## src/rtl/pipe_stage_reg.sv

```systemverilog
// ---------------------------------------------------------------------------
// pipe_stage_reg
//   Elastic pipeline stage register for the RV32 core's inter-stage
//   boundaries. Data payload is held across bubbles; control payload is
//   zeroed whenever the stage holds no valid beat, so a bubble or a flushed
//   slot can never carry a live regWrite/memWrite downstream.
//   valid/ready handshake, synchronous flush (priority over load/hold),
//   saturating stall and bubble performance counters.
//
//   Build option: define PIPE_SKID_BUF_EN to add a 1-entry skid buffer and
//   make in_ready a registered signal (no in_ready <- out_ready comb path).
//   Without it, in_ready = out_ready | ~out_valid.
//
// Ports
//   clk         in   1       clock, rising edge
//   reset_n     in   1       asynchronous active-low reset
//   flush_i     in   1       synchronous squash of stage contents
//   in_valid    in   1       upstream beat valid
//   in_ready    out  1       stage can accept a beat this cycle
//   in_data     in   DATA_W  upstream data payload
//   in_ctrl     in   CTRL_W  upstream control payload
//   out_valid   out  1       stage holds a valid beat
//   out_ready   in   1       downstream accepts beat this cycle
//   out_data    out  DATA_W  registered data payload
//   out_ctrl    out  CTRL_W  registered control payload, 0 when !out_valid
//   stall_cnt   out  CNT_W   saturating count of out_valid & ~out_ready
//   bubble_cnt  out  CNT_W   saturating count of ~out_valid
// ---------------------------------------------------------------------------
module pipe_stage_reg #(
    parameter int unsigned DATA_W = 64,
    parameter int unsigned CTRL_W = 8,
    parameter int unsigned CNT_W  = 16
) (
    input  logic              clk,
    input  logic              reset_n,
    input  logic              flush_i,
    input  logic              in_valid,
    output logic              in_ready,
    input  logic [DATA_W-1:0] in_data,
    input  logic [CTRL_W-1:0] in_ctrl,
    output logic              out_valid,
    input  logic              out_ready,
    output logic [DATA_W-1:0] out_data,
    output logic [CTRL_W-1:0] out_ctrl,
    output logic [CNT_W-1:0]  stall_cnt,
    output logic [CNT_W-1:0]  bubble_cnt
);

    logic              valid_q, valid_d;
    logic [DATA_W-1:0] data_q,  data_d;
    logic [CTRL_W-1:0] ctrl_q,  ctrl_d;
    logic [CNT_W-1:0]  stall_q, bubble_q;
    logic              load;
    logic              accept;

`ifdef PIPE_SKID_BUF_EN
    logic              skid_valid_q, skid_valid_d;
    logic [DATA_W-1:0] skid_data_q,  skid_data_d;
    logic [CTRL_W-1:0] skid_ctrl_q,  skid_ctrl_d;

    // Ready straight from the skid-occupancy flop: no path from out_ready.
    assign in_ready = ~skid_valid_q;
`else
    assign in_ready = out_ready | ~valid_q;
`endif

    // Output slot may take a new value: empty or retiring this edge.
    assign load   = ~valid_q | out_ready;
    assign accept = in_valid & in_ready;

    // Next-state for output slot (and skid): flush > load > hold.
    always_comb begin
        valid_d = valid_q;
        data_d  = data_q;
        ctrl_d  = ctrl_q;
`ifdef PIPE_SKID_BUF_EN
        skid_valid_d = skid_valid_q;
        skid_data_d  = skid_data_q;
        skid_ctrl_d  = skid_ctrl_q;
`endif
        if (flush_i) begin
            // Data is left as-is; only valid/control matter for a squashed slot.
            valid_d = 1'b0;
            ctrl_d  = '0;
`ifdef PIPE_SKID_BUF_EN
            skid_valid_d = 1'b0;
`endif
        end else if (load) begin
`ifdef PIPE_SKID_BUF_EN
            if (skid_valid_q) begin
                // Older skid beat goes first; in_ready was low so nothing new arrives.
                valid_d      = 1'b1;
                data_d       = skid_data_q;
                ctrl_d       = skid_ctrl_q;
                skid_valid_d = 1'b0;
            end else
`endif
            begin
                valid_d = accept;
                if (accept) begin
                    data_d = in_data;
                    ctrl_d = in_ctrl;
                end else begin
                    ctrl_d = '0;
                end
            end
        end
`ifdef PIPE_SKID_BUF_EN
        else if (accept) begin
            // Output is stalled: park the incoming beat in the skid entry.
            skid_valid_d = 1'b1;
            skid_data_d  = in_data;
            skid_ctrl_d  = in_ctrl;
        end
`endif
    end

    // Stage storage.
    always_ff @(posedge clk or negedge reset_n) begin
        if (!reset_n) begin
            valid_q <= 1'b0;
            data_q  <= '0;
            ctrl_q  <= '0;
`ifdef PIPE_SKID_BUF_EN
            skid_valid_q <= 1'b0;
            skid_data_q  <= '0;
            skid_ctrl_q  <= '0;
`endif
        end else begin
            valid_q <= valid_d;
            data_q  <= data_d;
            ctrl_q  <= ctrl_d;
`ifdef PIPE_SKID_BUF_EN
            skid_valid_q <= skid_valid_d;
            skid_data_q  <= skid_data_d;
            skid_ctrl_q  <= skid_ctrl_d;
`endif
        end
    end

    // Saturating performance counters; sampled on pre-edge state, flush-agnostic.
    always_ff @(posedge clk or negedge reset_n) begin
        if (!reset_n) begin
            stall_q  <= '0;
            bubble_q <= '0;
        end else begin
            if (valid_q && !out_ready && (stall_q != '1)) begin
                stall_q <= stall_q + CNT_W'(1);
            end
            if (!valid_q && (bubble_q != '1)) begin
                bubble_q <= bubble_q + CNT_W'(1);
            end
        end
    end

    assign out_valid  = valid_q;
    assign out_data   = data_q;
    assign out_ctrl   = ctrl_q;
    assign stall_cnt  = stall_q;
    assign bubble_cnt = bubble_q;

endmodule
```

## config.mk

```make
export PLATFORM = sky130hd
export DESIGN_NAME = pipe_stage_reg
export DESIGN_NICKNAME = d
export VERILOG_FILES = /design/src/rtl/pipe_stage_reg.sv
export SDC_FILE = /design/constraint.sdc
export NUM_CORES = 1
export LEC_CHECK = 0
export BUFFER_PORTS_ARGS = -buffer_cell sky130_fd_sc_hd__clkbuf_2
export CAP_MARGIN = 0
export CORE_ASPECT_RATIO = 0.5
export CORE_MARGIN = 2
export CORE_UTILIZATION = 50
export CTS_CLUSTER_DIAMETER = 120
export CTS_CLUSTER_SIZE = 8
export DETAILED_ROUTE_END_ITERATION = 6
export GPL_TIMING_DRIVEN = 1
export PLACE_DENSITY_LB_ADDON = 0.15
export SLEW_MARGIN = 30
export SYNTH_ARGS = -nofsm -noshare
export SYNTH_HDL_FRONTEND = slang
export SYNTH_SLANG_ARGS = --single-unit
```

## constraint.sdc

```tcl
create_clock -name clk -period 2.5 [get_ports clk]
set_input_delay 0.125 -clock clk [delete_from_list [all_inputs] [get_ports clk]]
set_output_delay 0.125 -clock clk [all_outputs]
set_load 0.005 [all_outputs]
```

# Yosys cells after proc, flatten, opt, wreduce, memory -nomap -nowiden

Index checks and enable logic that the tools add are counted.

$add $sub $neg: 2
Equal/unequal tests: 2
Mux-type cells: 5
Bitwise operators: 4
Reductions and logical operators: 7

Operators by type and width:

| operator                                      | number |
|---|---|
| adder 16 x 1 -> 16 bit, second input constant | 2 |
| inequality test 16 bit, second input constant | 2 |
| two-way mux 8 bit                             | 3 |
| logical AND 1 bit                             | 3 |
| AND reduction 3 bit                           | 1 |
| zero test 1 bit                               | 2 |
| two-way mux 1 bit                             | 2 |
| NOT 1 bit                                     | 2 |
| nonzero test 2 bit                            | 1 |
| AND 1 bit                                     | 1 |
| OR 1 bit                                      | 1 |

Flip-flop bits (word level): 105
Bits of input ports: 77
Output and inout port bits: 106
Logic and storage cells: 25

# Logic depth before layout (Yosys ltp)

Gate-level depths: netlist of run 1.

Word-level depth: 6
Depth in mapped cells: 5
Gate-level depth less buffers: 5

# Least setup slack after synthesis of run 1

Ideal clock, no wire load.

Kind: flip-flop to flip-flop
From: reg stall_q[0], in the netlist stall_cnt[0]
To: reg stall_q[1], in the netlist stall_cnt[1]
Library setup time: 0.128 ns
Arrival time: 1.611 ns
Data required time: 2.372 ns
Setup slack: 0.762 ns
Stages on the path, launching flop included: 6
Path buffers: 0
Clock period less this slack: 1.738 ns
Cells stage by stage: dfrtp_1 -> ha_1 -> nand3_1 -> nor4_2 -> nor2_1 -> mux2_1

Longest elaborated chain between the ends: 2
Elaborated cells between the ends (all ways): 3
Those cells by class: 1 x add/sub; 1 x eq/ne; 1 x reduce/logical

Ends and longest elaborated chain:

| item                                                                           | RTL line | RTL |
|---|---|---|
| from (decl)                                                                    | 52       | `logic [CNT_W-1:0] stall_q, bubble_q;` |
| from (signal assigned)                                                         | 148      | `stall_q <= stall_q + CNT_W'(1);` |
| parallel branches: the longest is 2 deep, another holds adder 16 x 1 -> 16 bit | n/a      |  |

Parallel ways; which one is timed is not known.
A chain may end at the register's enable or synchronous reset.

# Final worst setup path of run 1

Ends and elaborated chain as after synthesis.

==> flow_metrics.env, run 1 <==
export IMPL_n_fill_cell=650
export IMPL_whs_ns=0.0118
export IMPL_synthFlopType="dfrtp_1"
export IMPL_clk_latency_ns=0.34
export IMPL_drt_vias_per_instance=5.12
export IMPL_cp_start_kind="flop"
export IMPL_synth_edff_count=0
export IMPL_crit_required_ns=2.72
export IMPL_multi_input_area_um2=1580
export IMPL_synth_cells=305
export IMPL_synth_distinct_cells=34
export IMPL_met1_usage_pct=26.2
export IMPL_drv_cap=0
export IMPL_clock_root_buffer="clkbuf_16"
export IMPL_final_util_pct=69.4
export IMPL_dpl_hpwl_um=6530
export IMPL_ios=183
export IMPL_cts_buffers=9
export IMPL_rsz0062_at_grt="false"
export IMPL_port_buffers=182
export IMPL_hold_class="primary input to flop"
export IMPL_period_share_pct=76.7
export IMPL_dr_first_iter_drc_count=134
export IMPL_crit_fanout=6
export IMPL_post_cts_buffers=0
export IMPL_routed_wl_um=9090
export IMPL_maxSlewViolCount=0
export IMPL_post_place_ws_ns=0.600
export IMPL_grt_ovfl_total=0
export IMPL_grt_use_met2_pct=33.2
export IMPL_yosys_warnings=0
export IMPL_drt_antenna_violating_nets=0
export IMPL_mostFrequentLayoutCell="clkbuf_2"
export IMPL_outcome="finished clean"
export IMPL_place_congestion=0.854
export IMPL_layout_common_cells="clkbuf_2, dfrtp_1, mux2_2"
export IMPL_clock_skew_ns=0.00460
export IMPL_hold_violations=0
export IMPL_nets=575
export IMPL_syn_area_um2=4250
export IMPL_crit_chain="ha_1 > nand3_1 > nor4_2 > nor2_1 > mux2_1"
export IMPL_die_area_um2=9300
export IMPL_synth_top_cell_area_share_pct=61.8
export IMPL_async_flop_share_pct=100
export IMPL_critPathMaxStageDelay_ns=0.49
export IMPL_grt_pass1_wl_um=15000
export IMPL_cts_htree_levels=3
export IMPL_synth_area_top_cells="dfrtp_1, mux2_2, xor2_1"
export IMPL_power_per_cell_area_nw_per_um2=781
export IMPL_worst_slack_ns=0.582
export IMPL_cp_top_family="simple AND/OR/NAND/NOR gates"
export IMPL_reg2reg_from="stall_cnt[0]"
export IMPL_die_width_um=134
export IMPL_syn_to_final_growth_pct=32.4
export IMPL_yosysTopAreaCell="dfrtp_1"
export IMPL_startpoint="stall_cnt[0]"
export IMPL_leakage_nw=2.80
export IMPL_rows=23
export IMPL_diodes=0
export IMPL_end_kind="flop"
export IMPL_crit_type="flop to flop"
export IMPL_use_met3_pct=5.12
export IMPL_setup_violations=0
export IMPL_vias=3141
export IMPL_cts_tree="yes"
export IMPL_grt_max_degree=106
export IMPL_grt_pass1_vias=3100
export IMPL_seq_area_um2=2630
export IMPL_timing_fmax_mhz=521
export IMPL_initial_utilization_pct=52.4
export IMPL_tightest_slew_ns=0.593
export IMPL_clockBufferDepth=2
export IMPL_setup_tns_ns=0
export IMPL_track_usage_pct=20.4
export IMPL_slew_headroom_pct=60.3
export IMPL_synth_seq_area_share_pct=61.8
export IMPL_drc_errors=0
export IMPL_clk_pin_slew_ns=0.07
export IMPL_avgSynthCellArea_um2=13.9
export IMPL_synthesis_nets=384
export IMPL_grt_busiest_layer="met2"
export IMPL_coreArea_um2=8120
export IMPL_holdBufCountCts=3
export IMPL_ir_worst_vdd_v=0.000441
export IMPL_holdCritStartpoint="in_data[23]"
export IMPL_crit_arrival_ns=2.14
export IMPL_cts_resized=0
export IMPL_antenna_found_initial=0
export IMPL_critPathSlowestCell="nor4_2"
export IMPL_synth_seq_cells=105
export IMPL_drive_gt1_share_pct=54.3
export IMPL_clock_sinks=105
export IMPL_drt_pass1_iterations=4
export IMPL_worst_path_buf_inv=0
export IMPL_post_drt_wl_per_cell_um=14.8
export IMPL_die_h_um=69.2
export IMPL_finalCriticalPeriod_ns=1.92
## per-layer routing
layer / part of all wire, % / routed length, µm
met1: 43 / 3910
met2: 49 / 4470
met3: 4.8 / 438
met4: 2.9 / 268
met5: 0 / 0
## where the power goes
group          switching (mW)  internal [mW]  leakage (nW)
combinational           0.357          0.484          1.38
sequential              0.252           1.98          1.29
clock                   0.631          0.688         0.130
total                    1.24           3.15          2.80
## sequential cells by signal (all words and copies together), names as in the netlist
name / flops
stall_cnt: 16
out_ctrl: 8
out_valid: 1
out_data: 64
bubble_cnt: 16
## area by class of cell
class	instances	share of cell area [%]
clock inverters	6	0.889
inverters	3	0.244
flip-flops and latches	105	46.7
repair buffers	188	17.6
clock buffers	10	4.07
multi-input cells	189	28.0
well taps	112	2.49
## cells by family after synthesis
kind of cell / count (synthesis) / share of synthesized area, %
fa+ha+maj: 2 / 0.589
xor+xnor: 23 / 4.74
buf+inv: 11 / 1.24
compound gates: 17 / 2.89
flops: 105 / 61.8
mux: 68 / 18.0
simple gates: 79 / 10.7
## worst register-to-register path: stages (launching register included)
cell and delay (ns):
dfrtp_1 0.45, ha_1 0.22, nand3_1 0.19, nor4_2 0.49
nor2_1 0.13, mux2_1 0.33
## stage by stage
| step | power (mW) | instances | area [µm²] |
|---|---|---|---|
| 2_1_floorplan | 2.63 | 305 | 4250 |
| 6_report | 4.39 | 613 | 5630 |
| 4_1_cts | 4.45 | 612 | 5620 |
| 3_5_place_dp | 3.12 | 593 | 5310 |
| 3_3_place_gp | 3.09 | 593 | 5310 |
| 5_1_grt | 4.66 | 613 | 5630 |
## Yosys cell counts (3+ instances only)
master / instances
buf_2: 7
a22o_1: 8
xor2_1: 20
nand3_1: 9
nor2_1: 11
xnor2_1: 3
mux2_2: 66
o21ai_0: 4
nor4_1: 5
nor3b_1: 3
nor4_2: 3
dfrtp_1: 105
nor3_1: 11
nand4_1: 11
nand2_1: 14
## final timing paths
path                            slack, ns  cells past startpoint       endpoint
worst min register to register       0.50                      1    out_ctrl[2]
max in group asynchronous            1.69                      3   out_data[31]
worst max register to register       0.58                      5   stall_cnt[1]
worst max-delay path                 0.58                      5   stall_cnt[1]
worst min-delay path                 0.01                      2   out_data[23]
min in group asynchronous            0.38                      3  bubble_cnt[5]
Power figures use the tool's default switching activity.
==> run 2: changes to the inputs <==
--- a/config.mk
+++ b/config.mk
@@ -5,11 +5,12 @@
 export SDC_FILE = /design/constraint.sdc
 export NUM_CORES = 1
 export LEC_CHECK = 0
+export ABC_AREA = 1
 export BUFFER_PORTS_ARGS = -buffer_cell sky130_fd_sc_hd__clkbuf_2
 export CAP_MARGIN = 0
 export CORE_ASPECT_RATIO = 0.5
 export CORE_MARGIN = 2
-export CORE_UTILIZATION = 50
+export CORE_UTILIZATION = 45
 export CTS_CLUSTER_DIAMETER = 120
 export CTS_CLUSTER_SIZE = 8
 export DETAILED_ROUTE_END_ITERATION = 6
==> constraint.sdc (replaced) <==
create_clock -name clk -period 1.65 [get_ports clk]
set_input_delay 0.0825 -clock clk [delete_from_list [all_inputs] [get_ports clk]]
set_output_delay 0.0825 -clock clk [all_outputs]
set_load 0.005 [all_outputs]
==> flow_metrics.env, run 2 <==
export IMPL_diodes=0
export IMPL_grt_ovfl_total=0
export IMPL_cp_top_family="buffers and inverters"
export IMPL_final_util_pct=68.5
export IMPL_die_width_um=152
export IMPL_synth_top_cell_area_share_pct=53.2
export IMPL_hold_violations=0
export IMPL_initial_utilization_pct=47.3
export IMPL_nets=951
export IMPL_dpl_hpwl_um=8570
export IMPL_cts_tree="yes"
export IMPL_drt_pass1_iterations=4
export IMPL_port_buffers=182
export IMPL_clk_pin_slew_ns=0.08
export IMPL_ir_worst_vdd_v=0.000461
export IMPL_switchingPower_mw=2.06
export IMPL_synthesis_nets=676
export IMPL_slew_headroom_pct=69.4
export IMPL_mostFrequentLayoutCell="clkbuf_2"
export IMPL_vias=4812
export IMPL_largest_register_ffs=64
export IMPL_grt_pass1_vias=4745
export IMPL_synth_seq_area_share_pct=53.2
export IMPL_layout_common_cells="clkbuf_2, nand2_1, dfrtp_1"
export IMPL_seq_area_um2=2630
export IMPL_synth_cells=597
export IMPL_die_h_um=78.1
export IMPL_multi_input_area_um2=1750
export IMPL_synthFlopType="dfrtp_1"
export IMPL_rsz0062_at_grt="false"
export IMPL_dr_first_iter_drc_count=227
export IMPL_ios=183
export IMPL_maxSlewViolCount=0
export IMPL_clockBufferDepth=2
export IMPL_hold_class="primary input to flop"
export IMPL_crit_required_ns=1.87
export IMPL_synth_distinct_cells=27
export IMPL_swShare_pct=30.3
export IMPL_synth_seq_cells=105
export IMPL_drv_cap=0
export IMPL_die_area_um2=11900
export IMPL_synth_commonest_cells="nand2_1, dfrtp_1, inv_1, o21ai_0, o21ai_1"
export IMPL_clock_sinks=105
export IMPL_clock_skew_ns=0.00821
export IMPL_setup_violations=0
export IMPL_crit_fanout=42
export IMPL_synth_edff_count=0
export IMPL_power_per_cell_area_nw_per_um2=951
export IMPL_track_usage_pct=23.3
export IMPL_outcome="finished clean"
export IMPL_coreArea_um2=10400
export IMPL_timing_fmax_mhz=649
export IMPL_grt_max_degree=85
export IMPL_syn_to_final_growth_pct=44.9
export IMPL_grt_pass1_wl_um=22300
export IMPL_async_flop_share_pct=100
export IMPL_tightest_slew_ns=0.460
export IMPL_drive_gt1_share_pct=29.7
export IMPL_cp_start_kind="flop"
export IMPL_yosysMostFrequentCell="nand2_1"
export IMPL_crit_type="flop to flop"
export IMPL_avgSynthCellArea_um2=8.27
export IMPL_drt_vias_per_instance=4.74
export IMPL_finalCriticalPeriod_ns=1.54
export IMPL_place_congestion=0.778
export IMPL_end_kind="flop"
export IMPL_critPathSlowestCell="dfrtp_1"
export IMPL_comb_power_share_pct=22.3
export IMPL_crit_chain="inv_2 > nor2_4 > inv_4 > buf_4 > nand3_4 > buf_16 > nand2_1 > o21ai_0"
export IMPL_drc_errors=0
export IMPL_post_drt_wl_per_cell_um=13.4
export IMPL_antenna_found_initial=0
export IMPL_syn_area_um2=4940
export IMPL_cts_htree_levels=3
export IMPL_rows=26
export IMPL_cts_buffers=9
export IMPL_whs_ns=0.0403
export IMPL_p_seq_share_pct=47.1
export IMPL_power_internal_mw=4.74
export IMPL_clk_latency_ns=0.35
export IMPL_synth_area_top_cells="dfrtp_1, nand2_1, inv_1"
export IMPL_crit_arrival_ns=1.76
export IMPL_worst_path_buf_inv=4
export IMPL_clock_root_buffer="clkbuf_16"
export IMPL_clkPwrFrac_pct=30.6
export IMPL_critPathMaxStageDelay_ns=0.44
export IMPL_period_share_pct=93.4
export IMPL_routed_wl_um=13600
export IMPL_leakage_nw=3.90
export IMPL_yosys_warnings=0
export IMPL_yosysTopAreaCell="dfrtp_1"
export IMPL_n_fill_cell=856
export IMPL_drt_antenna_violating_nets=0
==> run 2: power groups by stage <==
| stage | sequential [mW] | combinational [mW] | clock (mW) |
|---|---|---|---|
| finish | 3.21 | 1.52 | 2.08 |
| global route | 3.26 | 1.72 | 2.23 |
| CTS | 3.19 | 1.49 | 2.14 |
| detailed placement | 3.24 | 1.35 | 0 |
| global placement | 3.23 | 1.33 | 0 |
| floorplan | 3.28 | 0.588 | 0 |
==> run 2: cell type report <==
type                       instances  share of cell area (%)
sequential                       105                    36.7
timing repair buffer             283                    26.8
multi-input combinational        366                    24.5
inverter                         107                    5.65
clock buffer                       9                    3.15
tap                              140                    2.45
clock inverter                     6                   0.804
==> run 2: timing repair <==
action                                  CTS  global route
endpoints found under the setup margin    9            16
cloned                                    0             1
gates resized for setup                   1             8
hold buffers                             73             0
hold endpoints to repair                103             0
setup buffers                             0             0
pin swaps                                 0             0
==> run 2: kinds of logic (layout without fill, tap and decap cells) <==
| kind of cell | count (synthesis) | after routing | share of synthesized area, % |
|---|---|---|---|
| AND/OR/NAND/NOR | 271 | 271 | 24.0 |
| buffers and inverters | 126 | 405 | 12.1 |
| flip-flops | 105 | 105 | 53.2 |
| AO/OA/AOI/OAI | 86 | 86 | 8.92 |
| XOR/XNOR | 7 | 7 | 1.24 |
| adder cells (fa/ha/maj) | 2 | 2 | 0.507 |
==> run 2: stage by stage <==
stage,setup WS [ns],instance area [µm²],TNS [ns],std cells,total power [mW]
floorplan,0.246,4940,0,597,3.86
global placement,-0.127,6080,-0.800,927,4.55
detailed placement,-0.194,6080,-1.13,927,4.59
CTS,0.0494,7100,0,1015,6.83
global route,0.0176,7160,0,1016,7.21
finish,0.110,7160,0,1016,6.81
==> run 2: path summary, 6_finish.rpt <==
check	cells after the start	slack (ns)	end	from
max	8	0.11	out_data[5]	out_valid
min	2	0.04	out_valid	flush_i
max reg2reg	8	0.11	out_data[5]	out_valid
min reg2reg	2	0.48	out_data[30]	out_data[30]
max in group asynchronous	3	0.80	out_data[54]	reset_n
min in group asynchronous	2	0.23	bubble_cnt[13]	reset_n
==> run 2: metal layers <==
metal  share of wire [%]  GRT usage [%]  wire, µm
met1                  41           27.7      5570
met3                 5.7           6.18       776
met4                 2.1           7.29       290
met2                  51           41.9      6980
met5                   0              0         0
==> run 3: changes to the inputs <==
--- a/config.mk
+++ b/config.mk
@@ -5,17 +5,16 @@
 export SDC_FILE = /design/constraint.sdc
 export NUM_CORES = 1
 export LEC_CHECK = 0
-export ABC_AREA = 1
 export BUFFER_PORTS_ARGS = -buffer_cell sky130_fd_sc_hd__clkbuf_2
 export CAP_MARGIN = 0
 export CORE_ASPECT_RATIO = 0.5
 export CORE_MARGIN = 2
-export CORE_UTILIZATION = 45
+export CORE_UTILIZATION = 43
 export CTS_CLUSTER_DIAMETER = 120
 export CTS_CLUSTER_SIZE = 8
 export DETAILED_ROUTE_END_ITERATION = 6
 export GPL_TIMING_DRIVEN = 1
-export PLACE_DENSITY_LB_ADDON = 0.15
+export PLACE_DENSITY = 0.86
 export SLEW_MARGIN = 30
 export SYNTH_ARGS = -nofsm -noshare
 export SYNTH_HDL_FRONTEND = slang
==> flow_metrics.env, run 3 (synthesized netlist as in run 1, its figures left out) <==
export IMPL_outcome="complete, but fails checks"
export IMPL_violations="negative setup slack"
export IMPL_nets=693
export IMPL_initial_utilization_pct=44.6
export IMPL_cts_buffers=9
export IMPL_clock_skew_ns=0.0104
export IMPL_die_width_um=145
export IMPL_routed_wl_um=15600
export IMPL_period_share_pct=106
export IMPL_seq_area_um2=2630
export IMPL_hold_class="primary input to async pin"
export IMPL_power_per_cell_area_nw_per_um2=1080
export IMPL_worst_slack_ns=-0.0955
export IMPL_drt_vias_per_instance=5.29
export IMPL_clockBufferDepth=2
export IMPL_cp_start_kind="flop"
export IMPL_die_area_um2=10700
export IMPL_cts_htree_levels=3
export IMPL_port_buffers=182
export IMPL_rsz0062_at_grt="true"
export IMPL_post_place_ws_ns=-0.0324
export IMPL_grt_max_degree=52
export IMPL_hold_violations=0
export IMPL_end_kind="flop"
export IMPL_drt_pass1_iterations=5
export IMPL_clock_sinks=105
export IMPL_crit_arrival_ns=2.00
export IMPL_multi_input_area_um2=1760
export IMPL_grt_ovfl_total=0
export IMPL_layout_common_cells="clkbuf_2, dfrtp_1, dlygate4sd3_1"
export IMPL_coreArea_um2=9540
export IMPL_maxSlewViolCount=0
export IMPL_setup_tns_ns=-0.749
export IMPL_r2r_end="bubble_cnt[6]"
export IMPL_diodes=0
export IMPL_setup_violations=27
export IMPL_drt_antenna_violating_nets=0
export IMPL_reg2reg_from="bubble_cnt[4]"
export IMPL_ir_worst_vdd_v=0.000675
export IMPL_antenna_found_initial=0
export IMPL_n_fill_cell=536
export IMPL_grt_pass1_vias=3895
export IMPL_grt_pass1_wl_um=19600
export IMPL_cts_tree="yes"
export IMPL_mostFrequentLayoutCell="clkbuf_2"
export IMPL_dr_first_iter_drc_count=281
export IMPL_dpl_hpwl_um=7740
export IMPL_clk_latency_ns=0.35
export IMPL_rr_worst_depth=4
export IMPL_place_inst=651
export IMPL_finalCriticalPeriod_ns=1.75
export IMPL_clock_root_buffer="clkbuf_16"
export IMPL_post_drt_wl_per_cell_um=20.7
export IMPL_r2r_setup_slack_ns=-0.1
export IMPL_timing_fmax_mhz=573
export IMPL_crit_fanout=6
export IMPL_syn_to_final_growth_pct=65.1
export IMPL_vias=3986
export IMPL_clk_pin_slew_ns=0.08
export IMPL_rows=25
export IMPL_drv_cap=0
export IMPL_leakage_nw=3.50
export IMPL_crit_required_ns=1.90
export IMPL_tightest_slew_ns=0.461
export IMPL_whs_ns=0.211
export IMPL_drive_gt1_share_pct=54.3
export IMPL_drc_errors=0
export IMPL_track_usage_pct=24.1
export IMPL_finalNonFillerCells=754
export IMPL_crit_type="flop to flop"
export IMPL_place_congestion=0.860
export IMPL_ios=183
export IMPL_largest_register_ffs=64
export IMPL_die_h_um=74.3
export IMPL_slew_headroom_pct=69.0
[run 3: area by class of cell]
type                    count  area share, %
clock buffers               9           3.21
clock inverters             7          0.891
inverters                   3          0.196
multi-input cells         189           25.1
flip-flops and latches    105           37.5
well taps                 135           2.41
repair buffers            306           30.7
[run 3: metrics by stage]
| stage | cell area, µm² | util [%] | power, mW |
|---|---|---|---|
| global placement | 5650 | 59.2 | 4.84 |
| CTS | 6680 | 70.1 | 7.15 |
| global route | 7020 | 73.6 | 7.84 |
| finish | 7020 | 73.6 | 7.56 |
| detailed placement | 5650 | 59.2 | 4.92 |
| floorplan | 4260 | - | 3.98 |
[run 3: how the worst max path moves through the flow]
stage / startpoint / endpoint / slack [ns] / cells past startpoint
final: bubble_cnt[4] / bubble_cnt[6] / -0.1 / 4
after global routing: bubble_cnt[1] / bubble_cnt[15] / -0.15 / 5
after CTS: bubble_cnt[8] / bubble_cnt[15] / 0.02 / 4
after detailed placement: out_valid / stall_cnt[13] / -0.03 / 5
after global placement: out_valid / stall_cnt[15] / 0.03 / 5
after floorplan: stall_cnt[0] / stall_cnt[1] / -0.05 / 5
[run 3: timing repair]
item / in CTS / in global routing
buffers inserted: 1 / 7
gates cloned: 0 / 4
pin swaps: 0 / 5
setup endpoints to repair: 3 / 87
gates resized for setup: 1 / 45
endpoints found under the hold margin: 98 / 1
hold buffers: 74 / 1
[run 3: worst max-delay path, stage by stage, from the launching register on]
cell and delay [ns]:
dfrtp_1 0.48, nand3_1 0.21, or4_1 0.61, nand4_1 0.16, xnor2_1 0.18
[run 3: per-layer routing]
metal  vias to the layer above  GRT usage (%)  share of wire [%]
li1                       1733              -                  -
met1                      1982           27.8                 38
met5                         -              0                  0
met2                       188           45.2                 51
met3                        83           4.70                5.1
met4                         0           9.71                5.9
[run 3: power by group]
part / switching, mW / leakage, nW / internal, mW
registers: 0.389 / 1.29 / 3.01
clock network: 1.08 / 0.132 / 1.06
logic: 0.954 / 2.08 / 1.08
total: 2.42 / 3.50 / 5.14
